### src/rtl/pipe_stall_ctrl_pkg.sv
// Shared types and constants for the pipeline stall/flush controller.
package pipe_ctrl_pkg;

  typedef logic [5:0] stall_mask_t;

  // Stage indices within a stall mask
  localparam int STG_PC  = 0;
  localparam int STG_IF  = 1;
  localparam int STG_ID  = 2;
  localparam int STG_EX  = 3;
  localparam int STG_MEM = 4;
  localparam int STG_WB  = 5;

  // Nested masks: each hazard freezes its own stage and everything upstream
  localparam stall_mask_t STALL_NONE = 6'b000000;
  localparam stall_mask_t LOAD_USE   = 6'b000111;
  localparam stall_mask_t DIV        = 6'b001111;
  localparam stall_mask_t MEM        = 6'b011111;

  typedef enum logic {
    S_IDLE = 1'b0,
    S_DIV  = 1'b1
  } div_state_e;

endpackage

### src/rtl/pipe_stall_ctrl_if.sv
// Hazard-information and stall-control bundle between the pipeline and the
// stall controller. Optional macro PIPE_DCACHE_STALL_EN adds the data-cache
// handshake signals.
interface pipe_stall_ctrl_if;
  logic        id_re1_i;
  logic [4:0]  id_raddr1_i;
  logic        id_re2_i;
  logic [4:0]  id_raddr2_i;
  logic        ex_we_i;
  logic [4:0]  ex_waddr_i;
  logic        ex_is_load_i;
  logic        ex_div_start_i;
  logic        flush_i;
`ifdef PIPE_DCACHE_STALL_EN
  logic        mem_req_i;
  logic        mem_ack_i;
`endif
  logic [5:0]  stall_o;
  logic        flush_o;
  logic        div_busy_o;
  logic        div_done_o;
  logic [31:0] stall_cnt_o;

  // Pipeline side: reports hazard information, receives stall/flush
  modport master (
    output id_re1_i, id_raddr1_i, id_re2_i, id_raddr2_i,
    output ex_we_i, ex_waddr_i, ex_is_load_i, ex_div_start_i, flush_i,
`ifdef PIPE_DCACHE_STALL_EN
    output mem_req_i, mem_ack_i,
`endif
    input  stall_o, flush_o, div_busy_o, div_done_o, stall_cnt_o
  );

  // Controller side
  modport slave (
    input  id_re1_i, id_raddr1_i, id_re2_i, id_raddr2_i,
    input  ex_we_i, ex_waddr_i, ex_is_load_i, ex_div_start_i, flush_i,
`ifdef PIPE_DCACHE_STALL_EN
    input  mem_req_i, mem_ack_i,
`endif
    output stall_o, flush_o, div_busy_o, div_done_o, stall_cnt_o
  );
endinterface

### src/rtl/pipe_stall_ctrl_div_wait_fsm.sv
// Divide occupancy tracker: holds EX for DIV_LATENCY cycles, then pulses done.
//
// state  | meaning
// S_IDLE | no divide in flight; a start request begins one
// S_DIV  | counting down; stall while cnt!=0, done pulse when cnt==0
module div_wait_fsm
  import pipe_ctrl_pkg::*;
#(
  parameter int DIV_LATENCY = 32,
  parameter int CNT_W       = $clog2(DIV_LATENCY)
) (
  input  logic clk,
  input  logic rst_n,
  input  logic start,
  input  logic cancel,
  output logic div_stall,
  output logic div_busy,
  output logic div_done
);

  div_state_e       state, state_n;
  logic [CNT_W-1:0] cnt, cnt_n;

  // State and countdown register
  always_ff @(posedge clk) begin
    if (!rst_n) begin
      state <= S_IDLE;
      cnt   <= '0;
    end else begin
      state <= state_n;
      cnt   <= cnt_n;
    end
  end

  // Next state, countdown and outputs; cancel wins over everything
  always_comb begin
    state_n   = state;
    cnt_n     = cnt;
    div_stall = 1'b0;
    div_done  = 1'b0;
    div_busy  = (state == S_DIV) | ((state == S_IDLE) & start);
    if (cancel) begin
      state_n = S_IDLE;
      cnt_n   = '0;
    end else begin
      case (state)
        S_IDLE: begin
          if (start) begin
            div_stall = 1'b1;
            state_n   = S_DIV;
            cnt_n     = CNT_W'(DIV_LATENCY - 1);
          end
        end
        S_DIV: begin
          if (cnt != '0) begin
            div_stall = 1'b1;
            cnt_n     = cnt - CNT_W'(1);
          end else begin
            div_done = 1'b1;
            state_n  = S_IDLE;
          end
        end
        default: state_n = S_IDLE;
      endcase
    end
  end

endmodule

### src/rtl/pipe_stall_ctrl.sv
// Pipeline stall/flush controller: load-use, divide occupancy, optional
// data-cache wait (macro PIPE_DCACHE_STALL_EN) and exception flush.
module pipe_stall_ctrl
  import pipe_ctrl_pkg::*;
#(
  parameter int DIV_LATENCY = 32,
  parameter int CNT_W       = $clog2(DIV_LATENCY)
) (
  input  logic            clk_i,
  input  logic            rst_ni,
  pipe_stall_ctrl_if.slave bus
);

  logic        load_use;
  logic        div_stall, div_busy, div_done;
  logic        mem_stall;
  stall_mask_t stall_raw, stall;
  logic [31:0] stall_cnt;

  div_wait_fsm #(
    .DIV_LATENCY(DIV_LATENCY),
    .CNT_W      (CNT_W)
  ) u_div (
    .clk      (clk_i),
    .rst_n    (rst_ni),
    .start    (bus.ex_div_start_i),
    .cancel   (bus.flush_i),
    .div_stall(div_stall),
    .div_busy (div_busy),
    .div_done (div_done)
  );

  // Load-use RAW: a load in EX writing a register ID is about to read
  always_comb begin
    load_use = bus.ex_is_load_i & bus.ex_we_i & (bus.ex_waddr_i != 5'd0) &
               ((bus.id_re1_i & (bus.id_raddr1_i == bus.ex_waddr_i)) |
                (bus.id_re2_i & (bus.id_raddr2_i == bus.ex_waddr_i)));
  end

  // Data-cache wait contribution; EX is frozen by it so the divider keeps counting
`ifdef PIPE_DCACHE_STALL_EN
  always_comb mem_stall = bus.mem_req_i & ~bus.mem_ack_i;
`else
  always_comb mem_stall = 1'b0;
`endif

  // Combine nested masks; flush overrides all stalls
  always_comb begin
    stall_raw = STALL_NONE;
    if (load_use)  stall_raw = stall_raw | LOAD_USE;
    if (div_stall) stall_raw = stall_raw | DIV;
    if (mem_stall) stall_raw = stall_raw | MEM;
    stall = bus.flush_i ? STALL_NONE : stall_raw;
  end

  // Saturating stalled-cycle counter; flush does not clear it
  always_ff @(posedge clk_i) begin
    if (!rst_ni) begin
      stall_cnt <= '0;
    end else if ((stall != STALL_NONE) && (stall_cnt != 32'hFFFF_FFFF)) begin
      stall_cnt <= stall_cnt + 32'd1;
    end
  end

  // Outputs are held at zero for the whole time reset is asserted
  always_comb begin
    bus.stall_o     = rst_ni ? stall : STALL_NONE;
    bus.flush_o     = rst_ni & bus.flush_i;
    bus.div_busy_o  = rst_ni & div_busy;
    bus.div_done_o  = rst_ni & div_done;
    bus.stall_cnt_o = rst_ni ? stall_cnt : 32'd0;
  end

endmodule

### src/flat_wrapper.sv
// flat-port wrapper written by rule: the top's interface ports become plain ports
module pipe_stall_ctrl_flat import pipe_ctrl_pkg::*;
#(
  parameter int DIV_LATENCY = 32,
  parameter int CNT_W       = $clog2(DIV_LATENCY)
)
  (clk_i, rst_ni, bus_id_re1_i, bus_id_raddr1_i, bus_id_re2_i, bus_id_raddr2_i, bus_ex_we_i, bus_ex_waddr_i, bus_ex_is_load_i, bus_ex_div_start_i, bus_flush_i, bus_stall_o, bus_flush_o, bus_div_busy_o, bus_div_done_o, bus_stall_cnt_o);
  pipe_stall_ctrl_if bus_i ();
  input  logic clk_i;
  input  logic rst_ni;
  input wire logic [$bits(bus_i.id_re1_i)-1:0] bus_id_re1_i;
  input wire logic [$bits(bus_i.id_raddr1_i)-1:0] bus_id_raddr1_i;
  input wire logic [$bits(bus_i.id_re2_i)-1:0] bus_id_re2_i;
  input wire logic [$bits(bus_i.id_raddr2_i)-1:0] bus_id_raddr2_i;
  input wire logic [$bits(bus_i.ex_we_i)-1:0] bus_ex_we_i;
  input wire logic [$bits(bus_i.ex_waddr_i)-1:0] bus_ex_waddr_i;
  input wire logic [$bits(bus_i.ex_is_load_i)-1:0] bus_ex_is_load_i;
  input wire logic [$bits(bus_i.ex_div_start_i)-1:0] bus_ex_div_start_i;
  input wire logic [$bits(bus_i.flush_i)-1:0] bus_flush_i;
  output wire logic [$bits(bus_i.stall_o)-1:0] bus_stall_o;
  output wire logic [$bits(bus_i.flush_o)-1:0] bus_flush_o;
  output wire logic [$bits(bus_i.div_busy_o)-1:0] bus_div_busy_o;
  output wire logic [$bits(bus_i.div_done_o)-1:0] bus_div_done_o;
  output wire logic [$bits(bus_i.stall_cnt_o)-1:0] bus_stall_cnt_o;
  assign bus_i.id_re1_i = bus_id_re1_i;
  assign bus_i.id_raddr1_i = bus_id_raddr1_i;
  assign bus_i.id_re2_i = bus_id_re2_i;
  assign bus_i.id_raddr2_i = bus_id_raddr2_i;
  assign bus_i.ex_we_i = bus_ex_we_i;
  assign bus_i.ex_waddr_i = bus_ex_waddr_i;
  assign bus_i.ex_is_load_i = bus_ex_is_load_i;
  assign bus_i.ex_div_start_i = bus_ex_div_start_i;
  assign bus_i.flush_i = bus_flush_i;
  assign bus_stall_o = bus_i.stall_o;
  assign bus_flush_o = bus_i.flush_o;
  assign bus_div_busy_o = bus_i.div_busy_o;
  assign bus_div_done_o = bus_i.div_done_o;
  assign bus_stall_cnt_o = bus_i.stall_cnt_o;
  pipe_stall_ctrl #(.DIV_LATENCY(DIV_LATENCY), .CNT_W(CNT_W)) u_core (.clk_i(clk_i), .rst_ni(rst_ni), .bus(bus_i));
endmodule
### config.mk
export PLATFORM = sky130hd
export DESIGN_NAME = pipe_stall_ctrl_flat
export DESIGN_NICKNAME = d
export VERILOG_FILES = /design/src/rtl/pipe_stall_ctrl_pkg.sv /design/src/rtl/pipe_stall_ctrl_if.sv /design/src/rtl/pipe_stall_ctrl_div_wait_fsm.sv /design/src/rtl/pipe_stall_ctrl.sv /design/src/flat_wrapper.sv
export SDC_FILE = /design/constraint.sdc
export NUM_CORES = 1
export LEC_CHECK = 0
export ABC_CLOCK_PERIOD_IN_PS = 2900
export BUFFER_PORTS_ARGS = -buffer_cell sky130_fd_sc_hd__buf_2
export CAP_MARGIN = 20
export CORE_MARGIN = 2
export CORE_UTILIZATION = 53
export DETAILED_ROUTE_END_ITERATION = 12
export PLACE_DENSITY = 0.8
export SLEW_MARGIN = 40
export SYNTH_ARGS = -nofsm -noshare
export SYNTH_HDL_FRONTEND = slang
export SYNTH_SLANG_ARGS = --single-unit
export TNS_END_PERCENT = 10
### constraint.sdc
create_clock -name clk_i -period 2.9 [get_ports clk_i]
set_input_delay 0.145 -clock clk_i [delete_from_list [all_inputs] [get_ports clk_i]]
set_output_delay 0.145 -clock clk_i [all_outputs]
set_load 0.005 [all_outputs]
==> run summary, run 1 <==
=======================================================================================
Placer congestion estimate                                                        0.819
Sink Count                                                                           38
Number of nets still failing antenna checks after routing                             0
Count of input and output buffers                                                    61
Reg2Reg Depth                                                                         7
Gates resized, CTS repair                                                             0
Data arrival, critical path                                                     2.54 ns
Number of vias after detailed routing                                              2312
Tightest Pin Transition                                                        0.597 ns
RSZ-0062 raised after global routing                                                 no
Worst hold margin                                                              0.353 ns
Design internal power                                                          0.768 mW
Pin count of the biggest net entering global routing                                 48
Syn_area_per_cell                                                             7.97 um^2
Top flip-flop cell by instance count after synthesis                            dfxtp_1
PwrDens                                                                     371 mW/mm^2
Clock tree root driver cell                                                    clkbuf_8
Average wire per standard cell                                                  13.3 um
Type of destination of the critical path                                           flop
Biggest fanout along the worst timing path                                           11
Post-detailed-route via-to-cell ratio                                              5.72
Class of the tightest hold or removal check                                primary input to flop
Final count of hold timing violations                                                 0
Post-route clock period utilization                                               81.3%
Ant diodes                                                                            0
Number of violations reported at the end of detailed-routing iteration 0            135
Final Critical Period                                                           2.36 ns
Nature of the critical path startpoint                                             flop
Largest vdd supply drop                                                        0.316 mV
Post-CTS Setup Repair Bufs                                                            0
Max Clk Rate                                                                    424 MHz
Critical path class                                                        flop to flop
Capture point of the critical path                                         u_core.stall_cnt[19]$_SDFFE_PN0P_
Post-synth EDFFs                                                                      0
Startpoint of the most critical setup path                                 u_core.stall_cnt[0]$_SDFFE_PN0P_
Die W                                                                           71.3 um
Post-layout power                                                               1.03 mW
Normalized max-slew margin                                                        60.2%
Depth of the CTS H-tree                                                               2
RR Endpoint                                                                u_core.stall_cnt[19]$_SDFFE_PN0P_
CTS tree                                                                           done
Status                                                                     finished, final reports clean
Number of unique standard cell types used by synthesis                               42
Synthesized flop and latch total                                                     38
Sum of net half-perimeters after detailed placement                             3800 um
Yosys synthesis warning count                                                         0
Sw Share                                                                          25.3%
Overall die area                                                           0.00508 mm^2
Reg2Reg Launch Point                                                       u_core.stall_cnt[0]$_SDFFE_PN0P_
Share of the yosys chip area belonging to registers                               31.7%
Async set-reset flop share out of synthesis                                          0%
Wire length of the first global-routing pass                                    9030 um
Chip height                                                                     71.3 um
Leakage dissipation                                                             1.17 nW
Net count reported at finish                                                        377
Core ar.                                                                   0.00435 mm^2
Combinational Power Share                                                         11.1%
Total length of routed wires                                                    5370 um
Clk network pwr share                                                             36.6%
Number of top-level design ports                                                     64
Post-Syn Instances                                                                  301
Global routing usage summed across all routing layers                             21.7%
Initial antenna violation count                                                       0
Cts bufs inserted                                                                     5
Effective utilization at floorplan                                                55.1%
Final TNS setup                                                                    0 ns
Slack of the worst reg-to-reg path                                              0.54 ns
Total number of placement rows                                                       24
Data required time of the worst path                                            3.08 ns
Sequential Power Share                                                            52.2%
Hold Buf Count CTS                                                                    0
Detailed-route DRC error count                                                        0
Clock Tree Buf Depth                                                                  2
Syn Std Cell Area                                                          0.00240 mm^2
Clock-pin slew on the worst setup and hold paths                                0.07 ns
Final slew viol count                                                                 0
Total congestion overflow                                                             0
Number of setup violations in the final report                                        0
Later-pin clock latency in the skew report                                      0.29 ns
Syn-to-layout area delta                                                          15.4%
Number of global-route vias before repair                                          2083
Share of layout cells above drive strength 1                                      28.4%
Net load switching power                                                       0.260 mW
Maxcap violations                                                                     0
Clk_skew                                                                     0.00522 ns
First drt pass iteration count                                                        4
=======================================================================================
-- per-layer routing --
| layer | GRT usage, % | share of wire (%) |
|---|---|---|
| met2 | 38.2 | 49 |
| met1 | 25.8 | 45 |
| met5 | 0 | 0 |
| met4 | 6.92 | 1.5 |
| met3 | 5.49 | 4.7 |
-- power by group through the flow --
stage          registers (mW)  logic (mW)  clock network [mW]
2_1_floorplan           0.545      0.0821                   0
3_3_place_gp            0.548       0.111                   0
3_5_place_dp            0.548       0.114                   0
4_1_cts                 0.537       0.115               0.381
5_1_grt                 0.538       0.130               0.403
6_report                0.537       0.115               0.376
-- state kept, by name, indices dropped and copies added, names as in the netlist --
register,cells
u_core.u_div.state,1
u_core.u_div.cnt,5
u_core.stall_cnt,32
-- cell usage in the layout, fill, tap and decap left out, drive strengths merged, types with 2 or more instances in the layout --
master	Yosys	final
nor3b	3	3
nor2	35	35
nand4	12	12
conb	1	2
or4	3	3
nor4b	3	3
xnor2	10	10
nand2	12	12
nor4	7	7
nor3	11	11
ha	3	3
or2	2	2
a211oi	2	2
and2	32	32
o21ai	10	10
dfxtp	38	38
nand3	16	16
o31ai	3	3
a21oi	19	19
a311oi	3	3
clkbuf	7	7
mux2	18	18
or3	13	13
and3	8	8
inv	6	6
buf	15	64
-- cells in the mapped netlist (all sizes together) (2+ instances only) --
library cell | count | area (um^2)
a211oi | 2 | 15.0
a21oi | 19 | 95.1
a311oi | 3 | 26.3
and2 | 32 | 200
and3 | 8 | 55.1
buf | 15 | 108
clkbuf | 7 | 26.3
dfxtp | 38 | 761
ha | 3 | 37.5
inv | 6 | 22.5
mux2 | 18 | 203
nand2 | 12 | 45.0
nand3 | 16 | 80.1
nand4 | 12 | 75.1
nor2 | 35 | 131
nor3 | 11 | 60.1
nor3b | 3 | 22.5
nor4 | 7 | 43.8
nor4b | 3 | 32.5
o21ai | 10 | 50.1
o31ai | 3 | 22.5
or2 | 2 | 12.5
or3 | 13 | 86.3
or4 | 3 | 22.5
xnor2 | 10 | 87.6
-- metrics by stage --
stage	setup slack (ns)	util, %	area, um^2	instances
2_1_floorplan	0.618	-	2400	302
3_3_place_gp	0.634	61.5	2680	396
3_5_place_dp	0.576	61.5	2680	396
4_1_cts	0.538	63.6	2770	404
5_1_grt	0.359	63.6	2770	404
6_report	0.543	63.6	2770	404
-- critical path: stages (launching register included) --
cell	delay, ns
dfxtp_1	0.37
ha_1	0.25
nand4_1	0.20
nor3_2	0.14
and3_1	0.18
or3_4	0.43
nor4b_1	0.31
mux2_2	0.36
-- cell type report --
class	count	area, um^2
Multi-Input combinational cell	236	1490
Fill cell	397	1580
Tap cell	52	65.1
Timing Repair Buffer	64	340
Clock inverter	1	5.00
Clock buffer	7	86.3
Inverter	6	22.5
Sequential cell	38	761
-- worst min path at each step --
stage | from | slack [ns] | to | depth (start not counted)
final | rst_ni | 0.35 | u_core.stall_cnt[12]$_SDFFE_PN0P_ | 2
after detailed placement | u_core.u_div.cnt[4]$_SDFFE_PP0P_ | 0.48 | u_core.u_div.cnt[4]$_SDFFE_PP0P_ | 1
after CTS | rst_ni | 0.35 | u_core.stall_cnt[12]$_SDFFE_PN0P_ | 2
after floorplan | bus_flush_i | 0.40 | bus_flush_o | 1
after global placement | u_core.u_div.cnt[4]$_SDFFE_PP0P_ | 0.46 | u_core.u_div.cnt[4]$_SDFFE_PP0P_ | 1
after global routing | bus_flush_i | 0.39 | u_core.u_div.state$_SDFF_PN0_ | 3
-- cells by family after synthesis --
kind of cell | share of synthesized area, %
other | 0.156
xor gates and xnor gates | 3.65
AOI/OAI and AO/OA | 10.4
and+or+nand+nor | 37.5
DFF | 31.7
buffers and inverters | 6.52
muxes | 8.45
adders and majority gates | 1.56
Note: power is estimated with default switching activity, not from simulation.
==> inputs of run 2 (changes only) <==
ABC_CLOCK_PERIOD_IN_PS = 2500   (was 2900)
clock period = 2.5 ns   (was 2.9 ns; I/O delays follow)
==> run 2 against run 1 <==
- routed wire length fell by 0.67%
- maximum frequency rose by 2.6%
- register-to-register slack got worse by 0.34 ns
- first-iteration DRC count fell by 5.2%
- sequential power rose by 16%
- via count fell by 0.39%
- highest routed layer unchanged
- worst hold slack got worse by 0.014 ns
- non-clock buffer count rose by 4
- sequential share of layout area fell by 0.21 points
- final area rose by 0.77%
- global-route usage fell by 0.20 points
- count of clock-buffer cells in the layout fell by 1
==> run summary, run 2 (synthesized netlist as in run 1, its figures left out) <==
=======================================================================================
Data arrival, critical path                                                     2.47 ns
Final count of hold timing violations                                                 0
WL met3                                                                          191 um
Syn-to-layout area delta                                                          16.3%
Register with the most flip-flops                                          u_core.stall_cnt
Area of all placed cells without fillers                                   0.00279 mm^2
Initial antenna violation count                                                       0
Total number of placement rows                                                       24
Type of destination of the critical path                                           flop
Flip-flop count of the largest register, all copies and words added                  32
Maxcap violations                                                                     0
CTS tree                                                                           done
Number of top-level design ports                                                     64
Number of buffers and inverters on the critical path                                  0
Status                                                                     finished, final reports clean
Cell depth of the worst min-delay path                                                2
Biggest fanout along the worst timing path                                           11
Share of layout cells above drive strength 1                                      28.8%
Sum of net half-perimeters after detailed placement                             3880 um
Most frequent cells in the layout                                          buf_2 (61), dfxtp_1 (38), nor2_1 (35)
Clock-pin slew on the worst setup and hold paths                                0.07 ns
Max Clk Rate                                                                    435 MHz
Design internal power                                                          0.883 mW
Nature of the critical path startpoint                                             flop
Met2 wire len                                                                   2600 um
Critical path depth in cells                                                          7
Clk network pwr share                                                             35.6%
Total length of routed wires                                                    5330 um
Number of vias after detailed routing                                              2303
Hold Buf Count CTS                                                                    0
Effective utilization at floorplan                                                55.1%
Die W                                                                           71.3 um
Post-placement cell area                                                   0.00271 mm^2
Reg2Reg Depth                                                                         7
Net load switching power                                                       0.291 mW
Reg2Reg Launch Point                                                       u_core.stall_cnt[0]$_SDFFE_PN0P_
Number of setup violations in the final report                                        0
First drt pass iteration count                                                        4
Sink Count                                                                           38
Wire length of the first global-routing pass                                    8990 um
Tightest Pin Transition                                                        0.526 ns
Later-pin clock latency in the skew report                                      0.29 ns
Leakage dissipation                                                             1.18 nW
Gates resized, CTS repair                                                             0
Post-CTS Setup Repair Bufs                                                            0
Overall die area                                                           0.00508 mm^2
Highest metal layer used by the detailed router                                    met4
Placer congestion estimate                                                        0.812
Critical-path cell with the highest stage delay                                   or3_4
Cts bufs inserted                                                                     5
Chip height                                                                     71.3 um
Pin count of the biggest net entering global routing                                 48
Slack of the worst reg-to-reg path                                              0.20 ns
PwrDens                                                                     421 mW/mm^2
Post-detailed-route via-to-cell ratio                                              5.67
Startpoint of the most critical setup path                                 u_core.stall_cnt[0]$_SDFFE_PN0P_
Data required time of the worst path                                            2.68 ns
Depth of the CTS H-tree                                                               2
Series of cell instances along the critical path                           ha_1 -> nand4_1 -> nor3_2 -> and3_1 -> or3_4 -> nor4b_1 -> mux2_2
Footprint of the multi-input gates                                         0.00149 mm^2
Fill cell total of the finished layout                                              387
Most common cell after layout, fill and taps aside                                buf_2
Family of cells with the greatest summed delay on the critical path        simple AND/OR/NAND/NOR gates
Leading registers by flop count                                            u_core.stall_cnt (32), u_core.u_div.cnt (5), u_core.u_div.state (1)
Class of the tightest hold or removal check                                primary input to flop
Core ar.                                                                   0.00435 mm^2
Post-route clock period utilization                                               91.9%
Average wire per standard cell                                                  13.1 um
Clock tree root driver cell                                                    clkbuf_8
Final Critical Period                                                           2.30 ns
Final TNS setup                                                                    0 ns
Capture point of the critical path                                         u_core.stall_cnt[19]$_SDFFE_PN0P_
Normalized max-slew margin                                                        65.0%
Number of nets still failing antenna checks after routing                             0
Final slew viol count                                                                 0
Critical path class                                                        flop to flop
Clock Tree Buf Depth                                                                  2
Sequential Power Share                                                            53.0%
Met1 layer wirelength in the final routing                                      2480 um
Detailed-route DRC error count                                                        0
RSZ-0062 raised after global routing                                                 no
Net count reported at finish                                                        381
Total congestion overflow                                                             0
Area used by sequential logic in the layout                                    761 um^2
Ant diodes                                                                            0
Clk_skew                                                                     0.00483 ns
Count of input and output buffers                                                    61
CP peak stage delay                                                             0.43 ns
RR Endpoint                                                                u_core.stall_cnt[19]$_SDFFE_PN0P_
Global routing usage summed across all routing layers                             21.5%
Sw Share                                                                          24.8%
Combinational Power Share                                                         11.4%
Largest vdd supply drop                                                        0.445 mV
Number of global-route vias before repair                                          2096
Number of violations reported at the end of detailed-routing iteration 0            128
=======================================================================================
## run 2: cell count changes in the layout (fill, tap and decap cells not counted)
| cell | previous run | this run |
|---|---|---|
| inv_2 | 1 | 0 |
| clkbuf_1 | 1 | 0 |
| buf_4 | 2 | 6 |
| clkinv_2 | 1 | 0 |
| inv_1 | 5 | 6 |
## run 2: worst min-delay path by stage
stage | slack, ns | to | from
floorplan | 0.36 | bus_flush_o | bus_flush_i
global placement | 0.46 | u_core.u_div.cnt[4]$_SDFFE_PP0P_ | u_core.u_div.cnt[4]$_SDFFE_PP0P_
detailed placement | 0.47 | u_core.u_div.cnt[4]$_SDFFE_PP0P_ | u_core.u_div.cnt[4]$_SDFFE_PP0P_
CTS | 0.34 | u_core.stall_cnt[12]$_SDFFE_PN0P_ | rst_ni
global route | 0.39 | u_core.u_div.state$_SDFF_PN0_ | bus_ex_div_start_i
finish | 0.34 | u_core.stall_cnt[12]$_SDFFE_PN0P_ | rst_ni
## run 2: stage by stage
step | util, % | hold slack [ns] | power [mW] | instances | setup slack (ns)
after floorplan | - | 0.360 | 0.728 | 302 | 0.218
after global placement | 62.2 | 0.465 | 0.766 | 400 | 0.318
final | 64.1 | 0.339 | 1.17 | 406 | 0.203
after CTS | 64.1 | 0.337 | 1.18 | 406 | 0.214
after global routing | 64.1 | 0.386 | 1.22 | 406 | 0.0979
after detailed placement | 62.2 | 0.468 | 0.769 | 400 | 0.247
## run 2: layout make-up
cell class	count	share of cell area (%)
tap	52	2.33
sequential	38	27.3
timing repair buffer	68	13.3
multi-input combinational	236	53.4
clock buffer	6	2.96
inverter	6	0.807
## run 2: power by group through the flow
stage	sequential [mW]	clock, mW	combinational, mW
floorplan	0.632	0	0.0952
global placement	0.635	0	0.131
detailed placement	0.635	0	0.134
CTS	0.622	0.427	0.134
global route	0.623	0.443	0.153
finish	0.622	0.418	0.134
## run 2: per-layer routing
layer / GRT usage (%) / vias to the layer above
met5: 0 / -
met4: 7.34 / 0
met3: 3.23 / 7
met2: 37.8 / 52
met1: 26.8 / 1065
li1: - / 1179
## run 2: worst register-to-register path, delay by kind of cell (launching register included)
kind / cells / cell delay [ns]
fa+ha+maj: 1 / 0.24
mux: 1 / 0.38
flops: 1 / 0.35
simple gates: 5 / 1.21
==> inputs of run 3 (changes only) <==
PLACE_DENSITY = 0.85   (was 0.8)
==> run 3 against run 2 <==
- count of clock-buffer cells in the layout down 1
- critical path type unchanged
- clock power up 27%
- via count up 1.0%
- maximum frequency up 0.19%
- routed wire length up 4.6%
- setup slack better by 0.0044 ns
- sequential share of layout area down 0.30 points
==> run summary, run 3 (synthesized netlist as in run 1, its figures left out) <==
=======================================================================================
Status                                                                     finished, final reports clean
Sw Share                                                                          25.2%
Final core occ                                                                    64.8%
Register with the most flip-flops                                          u_core.stall_cnt
Biggest fanout along the worst timing path                                           11
Final TNS setup                                                                    0 ns
Clock tree root driver cell                                                    clkbuf_8
Series of cell instances along the critical path                           ha_1 -> nand4_1 -> nor3_2 -> and3_1 -> or3_4 -> nor4b_1 -> mux2_2
Finished Layout Cells                                                               408
Normalized max-slew margin                                                        62.6%
Number of top-level design ports                                                     64
Initial antenna violation count                                                       0
Nature of the critical path startpoint                                             flop
Number of violations reported at the end of detailed-routing iteration 0            180
Ant diodes                                                                            0
PwrDens                                                                     456 mW/mm^2
Chip height                                                                     71.3 um
CTS tree                                                                           done
Number of nets still failing antenna checks after routing                             0
Sink Count                                                                           38
Overall die area                                                           0.00508 mm^2
Critical-path cell with the highest stage delay                                   or3_4
Largest vdd supply drop                                                        0.363 mV
Count of input and output buffers                                                    61
Clk_skew                                                                     0.00340 ns
Number of vias after detailed routing                                              2326
Average wire per standard cell                                                  13.7 um
Most common cell after layout, fill and taps aside                                buf_2
Clock Tree Buf Depth                                                                  2
Share of layout cells above drive strength 1                                      29.8%
CP peak stage delay                                                             0.45 ns
Leading registers by flop count                                            u_core.stall_cnt (32), u_core.u_div.cnt (5), u_core.u_div.state (1)
Net count reported at finish                                                        381
Effective utilization at floorplan                                                55.1%
Busiest grt layer                                                                  met2
Design internal power                                                          0.964 mW
Post-detailed-route via-to-cell ratio                                              5.70
Max Clk Rate                                                                    436 MHz
Global routing usage summed across all routing layers                             22.6%
Sequential Power Share                                                            48.3%
Placed Instances                                                                    400
Core ar.                                                                   0.00435 mm^2
First drt pass iteration count                                                        4
Post-layout power                                                               1.29 mW
Post-CTS Setup Repair Bufs                                                            0
Final slew viol count                                                                 0
Data arrival, critical path                                                     2.49 ns
Met2 routing resource usage after global routing                                  40.3%
Detailed-route DRC error count                                                        0
Wire length of the first global-routing pass                                    9340 um
Met3 Usage GRT                                                                    3.38%
Die W                                                                           71.3 um
Pre-CTS setup slack                                                            0.262 ns
Total length of routed wires                                                    5570 um
Type of destination of the critical path                                           flop
Critical path class                                                        flop to flop
RSZ-0062 raised after global routing                                                 no
Grt met1 use                                                                      27.2%
Total number of placement rows                                                       24
Tightest Pin Transition                                                        0.561 ns
Flip-flop count of the largest register, all copies and words added                  32
Post-route clock period utilization                                               91.7%
Clock-pin slew on the worst setup and hold paths                                0.08 ns
Class of the tightest hold or removal check                                primary input to flop
Final Critical Period                                                           2.29 ns
Total congestion overflow                                                             0
Number of global-route vias before repair                                          2170
Net load switching power                                                       0.324 mW
Placer congestion estimate                                                        0.808
Data required time of the worst path                                            2.70 ns
Most frequent cells in the layout                                          buf_2 (61), dfxtp_1 (38), nor2_1 (35)
Maxcap violations                                                                     0
Combinational Power Share                                                         10.5%
Final count of hold timing violations                                                 0
Depth of the CTS H-tree                                                               2
Final critical-path setup slack                                                0.208 ns
Later-pin clock latency in the skew report                                      0.30 ns
Syn-to-layout area delta                                                          17.6%
Clk network pwr share                                                             41.2%
Cts bufs inserted                                                                     5
Pin count of the biggest net entering global routing                                 48
Leakage dissipation                                                             1.20 nW
Sum of net half-perimeters after detailed placement                             3930 um
Number of setup violations in the final report                                        0
=======================================================================================
==> run 3: cell count changes in the layout (fill, tap and decap cells not counted) <==
cell / before / now
nor3b_2: 0 / 1
inv_2: 0 / 1
bufinv_16: 0 / 1
clkbuf_8: 6 / 5
clkinv_2: 0 / 2
inv_1: 6 / 5
nor3b_1: 3 / 2
==> run 3: per-layer routing <==
layer | vias to the layer above | wire, um
met1 | 1077 | 2460
met2 | 59 | 2760
met5 | - | 0
met4 | 0 | 80
met3 | 8 | 276
li1 | 1182 | -
==> run 3: cell type report <==
type	instances	area (um^2)
clock inverters	3	40.0
clock buffers	5	68.8
repair buffers	68	370
well taps	52	65.1
flip-flops and latches	38	761
multi-input cells	236	1500
inverters	6	22.5
fillers	402	1530
==> run 3: per-stage QoR <==
step / cell area (um^2) / hold slack [ns]
4_1_cts: 2820 / 0.319
3_3_place_gp: 2710 / 0.470
2_1_floorplan: 2400 / 0.360
5_1_grt: 2820 / 0.369
3_5_place_dp: 2710 / 0.478
6_report: 2820 / 0.320
==> run 3: power by group through the flow <==
stage / combinational, mW / clock (mW) / sequential [mW]
6_report: 0.135 / 0.530 / 0.622
3_3_place_gp: 0.131 / 0 / 0.635
5_1_grt: 0.150 / 0.554 / 0.624
3_5_place_dp: 0.135 / 0 / 0.636
4_1_cts: 0.136 / 0.532 / 0.622
2_1_floorplan: 0.0952 / 0 / 0.632
==> run 3: worst max-delay path, delay by kind of cell (launching register included) <==
kind	cells	cell delay (ns)
adders and majority gates	1	0.24
muxes	1	0.36
and+or+nand+nor	5	1.23
DFF	1	0.36
==> run 3: timing repair <==
| action | 4_1_cts | 5_1_grt |
|---|---|---|
| hold buffers | 0 | 0 |
| resized for setup | 0 | 1 |
| endpoints found under the setup margin | 0 | 3 |
==> run 3: worst paths after layout <==
check	cells after the start	startpoint	to	slack (ns)
setup / recovery	7	u_core.stall_cnt[0]$_SDFFE_PN0P_	u_core.stall_cnt[19]$_SDFFE_PN0P_	0.21
hold / removal	3	bus_flush_i	u_core.u_div.state$_SDFF_PN0_	0.32
setup reg to reg	7	u_core.stall_cnt[0]$_SDFFE_PN0P_	u_core.stall_cnt[19]$_SDFFE_PN0P_	0.21
hold reg to reg	1	u_core.u_div.cnt[4]$_SDFFE_PP0P_	u_core.u_div.cnt[4]$_SDFFE_PP0P_	0.49
